`src/rtl/pe_pc_sequencer.sv`:
```
// pe_pc_sequencer: per-PE program sequencer (PC, fetch, scalar/vector/stream-out stepping).
// Optional taken-branch loop guard is enabled by defining PC_LOOP_GUARD_EN.
module pe_pc_sequencer #(
   parameter int PC_W       = 12,
   parameter int VLEN_W     = 16,
   parameter int STEADY_LAT = 4
`ifdef PC_LOOP_GUARD_EN
   ,
   parameter int MAX_TAKEN  = 1024
`endif
) (
   input  logic              ap_clk,
   input  logic              ap_rst_n,
   input  logic              start,
   input  logic [PC_W-1:0]   end_pc,
   input  logic [VLEN_W-1:0] vlen,
   input  logic              is_not_vect,
   input  logic              is_bne,
   input  logic              flag_neq,
   input  logic              is_vstreamout,
   input  logic [PC_W-1:0]   branch_immediate,
   input  logic              so_ready,
   output logic [PC_W-1:0]   pc,
   output logic              imem_rd_en,
   output logic              vec_valid,
   output logic [VLEN_W-1:0] vec_idx,
   output logic              done_auto_incr,
   output logic              streamout_incr,
   output logic              done_steady,
   output logic              busy,
`ifdef PC_LOOP_GUARD_EN
   output logic              loop_err,
`endif
   output logic              done
);

   typedef enum logic [2:0] {
      S_IDLE,
      S_FETCH,
      S_EXEC,
      S_STEADY,
      S_DONE
   } state_t;

   localparam int SL_W = (STEADY_LAT < 2) ? 1 : $clog2(STEADY_LAT);
   localparam logic [SL_W-1:0] SL_LOAD =
      (STEADY_LAT > 0) ? SL_W'(STEADY_LAT - 1) : '0;

`ifdef PC_LOOP_GUARD_EN
   localparam int TK_W = ($clog2(MAX_TAKEN + 1) < 1) ? 1 : $clog2(MAX_TAKEN + 1);
   localparam logic [TK_W-1:0] TK_MAX = TK_W'(MAX_TAKEN);

   logic [TK_W-1:0] taken_q, taken_d;
   logic            err_q, err_d;
`endif

   state_t            state_q, state_d;
   logic [PC_W-1:0]   pc_q, pc_d;
   logic [VLEN_W-1:0] idx_q, idx_d;
   logic [SL_W-1:0]   stdy_q, stdy_d;

   logic              vlen_zero;
   logic              last_idx;
   logic              accept;
   logic              fin_vec;
   logic              taken;
   logic [PC_W-1:0]   pc_inc;
   logic [PC_W-1:0]   pc_scalar;

   // Decode inputs are held by the decoder for the whole EXEC state.
   assign vlen_zero = (vlen == '0);
   assign last_idx  = (idx_q == (vlen - 1'b1));
   assign accept    = !vlen_zero && (!is_vstreamout || so_ready);
   assign fin_vec   = vlen_zero || (accept && last_idx);
   assign taken     = is_bne && flag_neq;
   assign pc_inc    = pc_q + 1'b1;
   assign pc_scalar = taken ? branch_immediate : pc_inc;

   assign pc          = pc_q;
   assign vec_idx     = idx_q;
   assign busy        = (state_q != S_IDLE);
   assign done_steady = (state_q != S_STEADY);
`ifdef PC_LOOP_GUARD_EN
   assign loop_err    = err_q;
`endif

   // Next-state, PC/index update and per-cycle strobes.
   always_comb begin
      state_d        = state_q;
      pc_d           = pc_q;
      idx_d          = idx_q;
      stdy_d         = stdy_q;
      imem_rd_en     = 1'b0;
      vec_valid      = 1'b0;
      done_auto_incr = 1'b0;
      streamout_incr = 1'b0;
      done           = 1'b0;
`ifdef PC_LOOP_GUARD_EN
      taken_d        = taken_q;
      err_d          = err_q;
`endif
      unique case (state_q)
         S_IDLE: begin
            if (start) begin
               pc_d    = '0;
               idx_d   = '0;
               state_d = S_FETCH;
`ifdef PC_LOOP_GUARD_EN
               taken_d = '0;
               err_d   = 1'b0;
`endif
            end
         end
         S_FETCH: begin
            imem_rd_en = 1'b1;
            idx_d      = '0;
            state_d    = S_EXEC;
         end
         S_EXEC: begin
            if (is_not_vect) begin
`ifdef PC_LOOP_GUARD_EN
               if (taken && (taken_q == TK_MAX)) begin
                  err_d   = 1'b1;
                  state_d = S_DONE;
               end else begin
                  if (taken) begin
                     taken_d = taken_q + 1'b1;
                  end
                  pc_d    = pc_scalar;
                  state_d = (pc_scalar == end_pc) ? S_DONE : S_FETCH;
               end
`else
               pc_d    = pc_scalar;
               state_d = (pc_scalar == end_pc) ? S_DONE : S_FETCH;
`endif
            end else begin
               vec_valid = !vlen_zero;
               if (accept) begin
                  idx_d = idx_q + 1'b1;
               end
               if (fin_vec) begin
                  done_auto_incr = !is_vstreamout;
                  streamout_incr = is_vstreamout;
                  pc_d           = pc_inc;
                  idx_d          = '0;
                  if (STEADY_LAT > 0) begin
                     stdy_d  = SL_LOAD;
                     state_d = S_STEADY;
                  end else begin
                     state_d = (pc_inc == end_pc) ? S_DONE : S_FETCH;
                  end
               end
            end
         end
         S_STEADY: begin
            if (stdy_q == '0) begin
               state_d = (pc_q == end_pc) ? S_DONE : S_FETCH;
            end else begin
               stdy_d = stdy_q - 1'b1;
            end
         end
         S_DONE: begin
            done    = 1'b1;
            state_d = S_IDLE;
         end
         default: begin
            state_d = S_IDLE;
         end
      endcase
   end

   // State registers with synchronous active-low reset.
   always_ff @(posedge ap_clk) begin
      if (!ap_rst_n) begin
         state_q <= S_IDLE;
         pc_q    <= '0;
         idx_q   <= '0;
         stdy_q  <= '0;
`ifdef PC_LOOP_GUARD_EN
         taken_q <= '0;
         err_q   <= 1'b0;
`endif
      end else begin
         state_q <= state_d;
         pc_q    <= pc_d;
         idx_q   <= idx_d;
         stdy_q  <= stdy_d;
`ifdef PC_LOOP_GUARD_EN
         taken_q <= taken_d;
         err_q   <= err_d;
`endif
      end
   end

endmodule

```
`config.mk`:
```
export PLATFORM = sky130hd
export DESIGN_NAME = pe_pc_sequencer
export DESIGN_NICKNAME = d
export VERILOG_FILES = /design/src/rtl/pe_pc_sequencer.sv
export SDC_FILE = /design/constraint.sdc
export NUM_CORES = 1
export LEC_CHECK = 0
export ABC_CLOCK_PERIOD_IN_PS = 4700
export BUFFER_PORTS_ARGS = -buffer_cell sky130_fd_sc_hd__buf_2
export CAP_MARGIN = 20
export CELL_PAD_IN_SITES_DETAIL_PLACEMENT = 2
export CELL_PAD_IN_SITES_GLOBAL_PLACEMENT = 2
export CORE_ASPECT_RATIO = 0.9
export CORE_MARGIN = 3
export CORE_UTILIZATION = 32
export DETAILED_ROUTE_END_ITERATION = 12
export GPL_ROUTABILITY_DRIVEN = 0
export PLACE_DENSITY_LB_ADDON = 0.1
export SLEW_MARGIN = 0
export SYNTH_ARGS = -nofsm -noshare
export SYNTH_HDL_FRONTEND = slang
export SYNTH_SLANG_ARGS = --single-unit
```
`constraint.sdc`:
```
create_clock -name ap_clk -period 4.7 [get_ports ap_clk]
set_input_delay 0.47 -clock ap_clk [delete_from_list [all_inputs] [get_ports ap_clk]]
set_output_delay 0.47 -clock ap_clk [all_outputs]
set_load 0.02 [all_outputs]
```
==> results.md <==
STA:
- The final-report max-slew violation count is 0.
- For the finished layout, the period the worst path requires is 3241 ps.
- For the pin with the worst max-slew slack, the measured transition is 908.4 ps.
- The worst pin sits at a relative slew slack of 0.3944.
- The final-report hold violation count is 0.
- The upper clock frequency limit is 0.3086 GHz.
- The post-route fraction of the period consumed by the critical path is 0.6895.
- The final sum of negative setup slack is 0 ps.
- For the final database, setup skew stands at 8.540 ps.
- Setup violations remaining at the end of the flow were counted as 0.
- Setup repair after global routing left no endpoint under its margin.

Logic synthesis:
- The basic-gate share of the synthesized area counting and, or, nand and nor cells is 0.3499.
- Synthesis inferred 33 register bits.
- The portion of netlist area occupied by mux cells is 0.02391.
- The top cell type's share of synthesized area is 0.1943.
- The most common flop cell mapped by yosys is sky130_fd_sc_hd__dfxtp_1.
- After synthesis, the cell types taking the most area are sky130_fd_sc_hd__dfxtp_1, sky130_fd_sc_hd__xnor2_1, sky130_fd_sc_hd__xor2_1.
- In the synthesized netlist the async set-or-reset flop fraction comes to 0.
- The mapped netlist covers 3401 um2.
- The parity-gate share of the synthesized area counting xor and xnor cells is 0.1210.
- The share of the Yosys chip area taken by registers is 0.1943.
- After technology mapping, the gate count stands at 476.
- The complex-gate fraction of the synthesized area was 0.2340.
- The synthesized-area fraction occupied by adder cells is 0.01840.
- In this run the mean area of a mapped cell was 7.144 um2.
- The synthesized design spends more area on one cell type than any other, namely sky130_fd_sc_hd__dfxtp_1.
- The dominant combinational cell family by area after synthesis is simple AND/OR/NAND/NOR gates.
- The total of warnings raised by yosys is 0.
- After synthesis, the netlist uses 62 different library cells.
- The post-synthesis net count is 529.
- The number of synthesized flops with an enable pin is 0.

Die:
- The total die area is 11900 um2.
- The placeable core region is 10290 um2.
- The floorplan row count is 35.
- The initial core utilization is 0.3305.
- The count of pins on the block boundary is 83.
- The die outline width is 114.7 um.
- The die is 103.8 um tall.

CTS:
- The CTS buffer count is 5.
- After clock tree synthesis, the repair step resized 0 gates.
- CTS saw 33 sinks.
- The register clock-pin slew on the reported worst setup and hold paths is 60 ps.
- The worst-skew pair later-pin latency is 290 ps.
- TritonCTS built the clock tree.
- The number of setup buffers added after CTS is 0.
- The cts-stage hold buffer count is 0.
- The cell sitting at the root of the clock tree is a sky130_fd_sc_hd__clkbuf_16.
- CTS built an H-tree with a depth of 2.
- The maximum clock path buffer count is 2.

Worst setup path:
- Data on the critical path arrives at its endpoint at 3420 ps.
- The worst setup path is captured at a flop.
- STA classifies the critical path startpoint as a primary input.
- The largest fanout of any net on the critical path is 17.
- The worst setup path is of the in -> reg kind.
- The required time of the critical path is 4880 ps.

Pwr:
- The power per cell area is 211.0 nW/um2.
- The worst vdd rail ir drop is 169.6 uV.
- The standby leakage power is 0.001667 uW.

GRT:
- The number of antenna violations at the first check in global routing is 0.
- The number of global-route vias before repair is 4122.
- For this run, the total global-route usage over all layers was measured as 0.2442.
- Summed over all layers, the global routing overflow is 0.
- Entering global routing, the biggest net connects 24 pins.
- The first global-routing pass estimated 23.17 mm of wire.

Layout:
- In the final layout, the share of cells above drive strength 1 is 0.1978.
- Once layout is complete, the utilization of the core stands at 0.3937.
- The number of diodes added for antenna fixing is 0.
- The finished cells cover 4051 um2.
- The most common cell after layout, fill and taps aside is sky130_fd_sc_hd__buf_2.
- Relative to the synthesized area, the layout overhead comes to 19.13%.
- Leaving out fill and tap cells, the most frequent cells in the layout are sky130_fd_sc_hd__buf_2, sky130_fd_sc_hd__nand2_1, sky130_fd_sc_hd__nor2_1, sky130_fd_sc_hd__dfxtp_1, sky130_fd_sc_hd__nand3_1.
- The net count of the finished layout is 588.

Routing:
- The wire length per cell is 21.88 um.
- For this run, the detailed router's first-pass iteration total came to 5.
- Once detail routing completed, the nets flagged for antenna violations numbered 0.
- The total via count in the routed design is 3999.
- The routed via count divided by cell count is 6.014.
- In the routed design, unresolved DRC markers number 0.
- The detailed router finished its first iteration with 234 violations.
- Wires add up to 14.55 mm.

Run:
- The max-capacitance violation count is 0.

Place:
- The placed instances occupy a cell area of 3872 um2.
- Input and output buffers added on the ports amount to 82.
- Detailed placement ended at an HPWL of 11.24 mm.

Run status:
- The flow ran to the end, and the final reports show no timing, DRC or antenna violations.

Min path:
- The class of the worst hold path is in -> reg.
-- routing by layer --
metal	up-vias	part of all wire	track usage
met2	98	0.45	0.3728
li1	1893	-	-
met5	-	0	0
met1	1998	0.49	0.3646
met3	10	0.048	0.03154
met4	0	0.010	0.04919
-- synthesized netlist by cell type (all sizes together), types with 3 or more instances --
cell	count
nor3	30
a221o	13
inv	16
nor3b	3
xnor2	25
or2	6
and2	6
a21oi	17
nor2	33
a211oi	4
nand3	32
a31oi	9
a41oi	3
nor4	14
or4	5
and4	3
o21a	5
a311oi	4
a32o	3
buf	7
nand2b	4
xor2	22
and3	12
o2111ai	3
nor2b	6
o21ai	11
ha	5
nand4	10
nand2	46
o211ai	11
o21bai	3
clkbuf	28
or3	10
mux2i	7
dfxtp	33
-- worst paths after layout --
| path | slack (ps) | endpoint | cells past startpoint | startpoint |
|---|---|---|---|---|
| worst max-delay path | 1460 | vec_idx[2] | 10 | vlen[0] |
| worst min-delay path | 530 | pc[6] | 3 | branch_immediate[6] |
| worst min register to register | 550 | stdy_q[0] | 2 | stdy_q[0] |
| worst max register to register | 1580 | vec_idx[2] | 8 | vec_idx[9] |
-- sequential cells by signal (all words and copies together) (netlist names) --
register  flops
state_q       3
pc           12
vec_idx      16
stdy_q        2
-- metrics by stage --
step / cells / setup WS, ps / hold WS [ps] / total power, uW
global placement: 656 / 1293 / 492.8 / 456.7
finish: 665 / 1459 / 531.1 / 854.8
floorplan: 476 / 1790 / 483.9 / 391.9
detailed placement: 656 / 1146 / 546.7 / 462.2
CTS: 664 / 1430 / 529.2 / 861.7
global route: 665 / 1271 / 570.2 / 891.0
-- worst max-delay path, cell delays in order --
cell and delay [ps]:
sky130_fd_sc_hd__buf_2 140, sky130_fd_sc_hd__inv_1 70, sky130_fd_sc_hd__ha_1 360, sky130_fd_sc_hd__or4_1 570, sky130_fd_sc_hd__a31o_1 230, sky130_fd_sc_hd__a22o_1 250
sky130_fd_sc_hd__nor4_4 580, sky130_fd_sc_hd__buf_4 370, sky130_fd_sc_hd__nor3_1 110, sky130_fd_sc_hd__a211o_1 270
-- layout make-up --
type                       count  area (um2)
fill                        1233        6240
multi-input combinational    392        2550
sequential                    33       660.6
timing repair buffer          87       447.9
tap                          129       161.4
clock buffer                   5       125.1
inverter                      16       60.06
clock inverter                 3       46.29
-- power breakdown --
group          internal, uW  total (uW)  leakage, uW  switching [uW]
Clock                   251         394    0.0000800             143
Combinational          62.1         170      0.00132             108
Sequential              282         291     0.000266            8.35
Total                   596         855      0.00167             259
-- kinds of logic (layout without fill, tap and decap cells) --
group                      count (synthesis)  in the layout
muxes                                      8              8
buffers and inverters                     51            111
AOI/OAI and AO/OA                        107            107
and+or+nand+nor                          225            225
adders and majority gates                  5              5
DFF                                       33             33
xor gates and xnor gates                  47             47
Note: power is estimated with default switching activity, not from simulation.
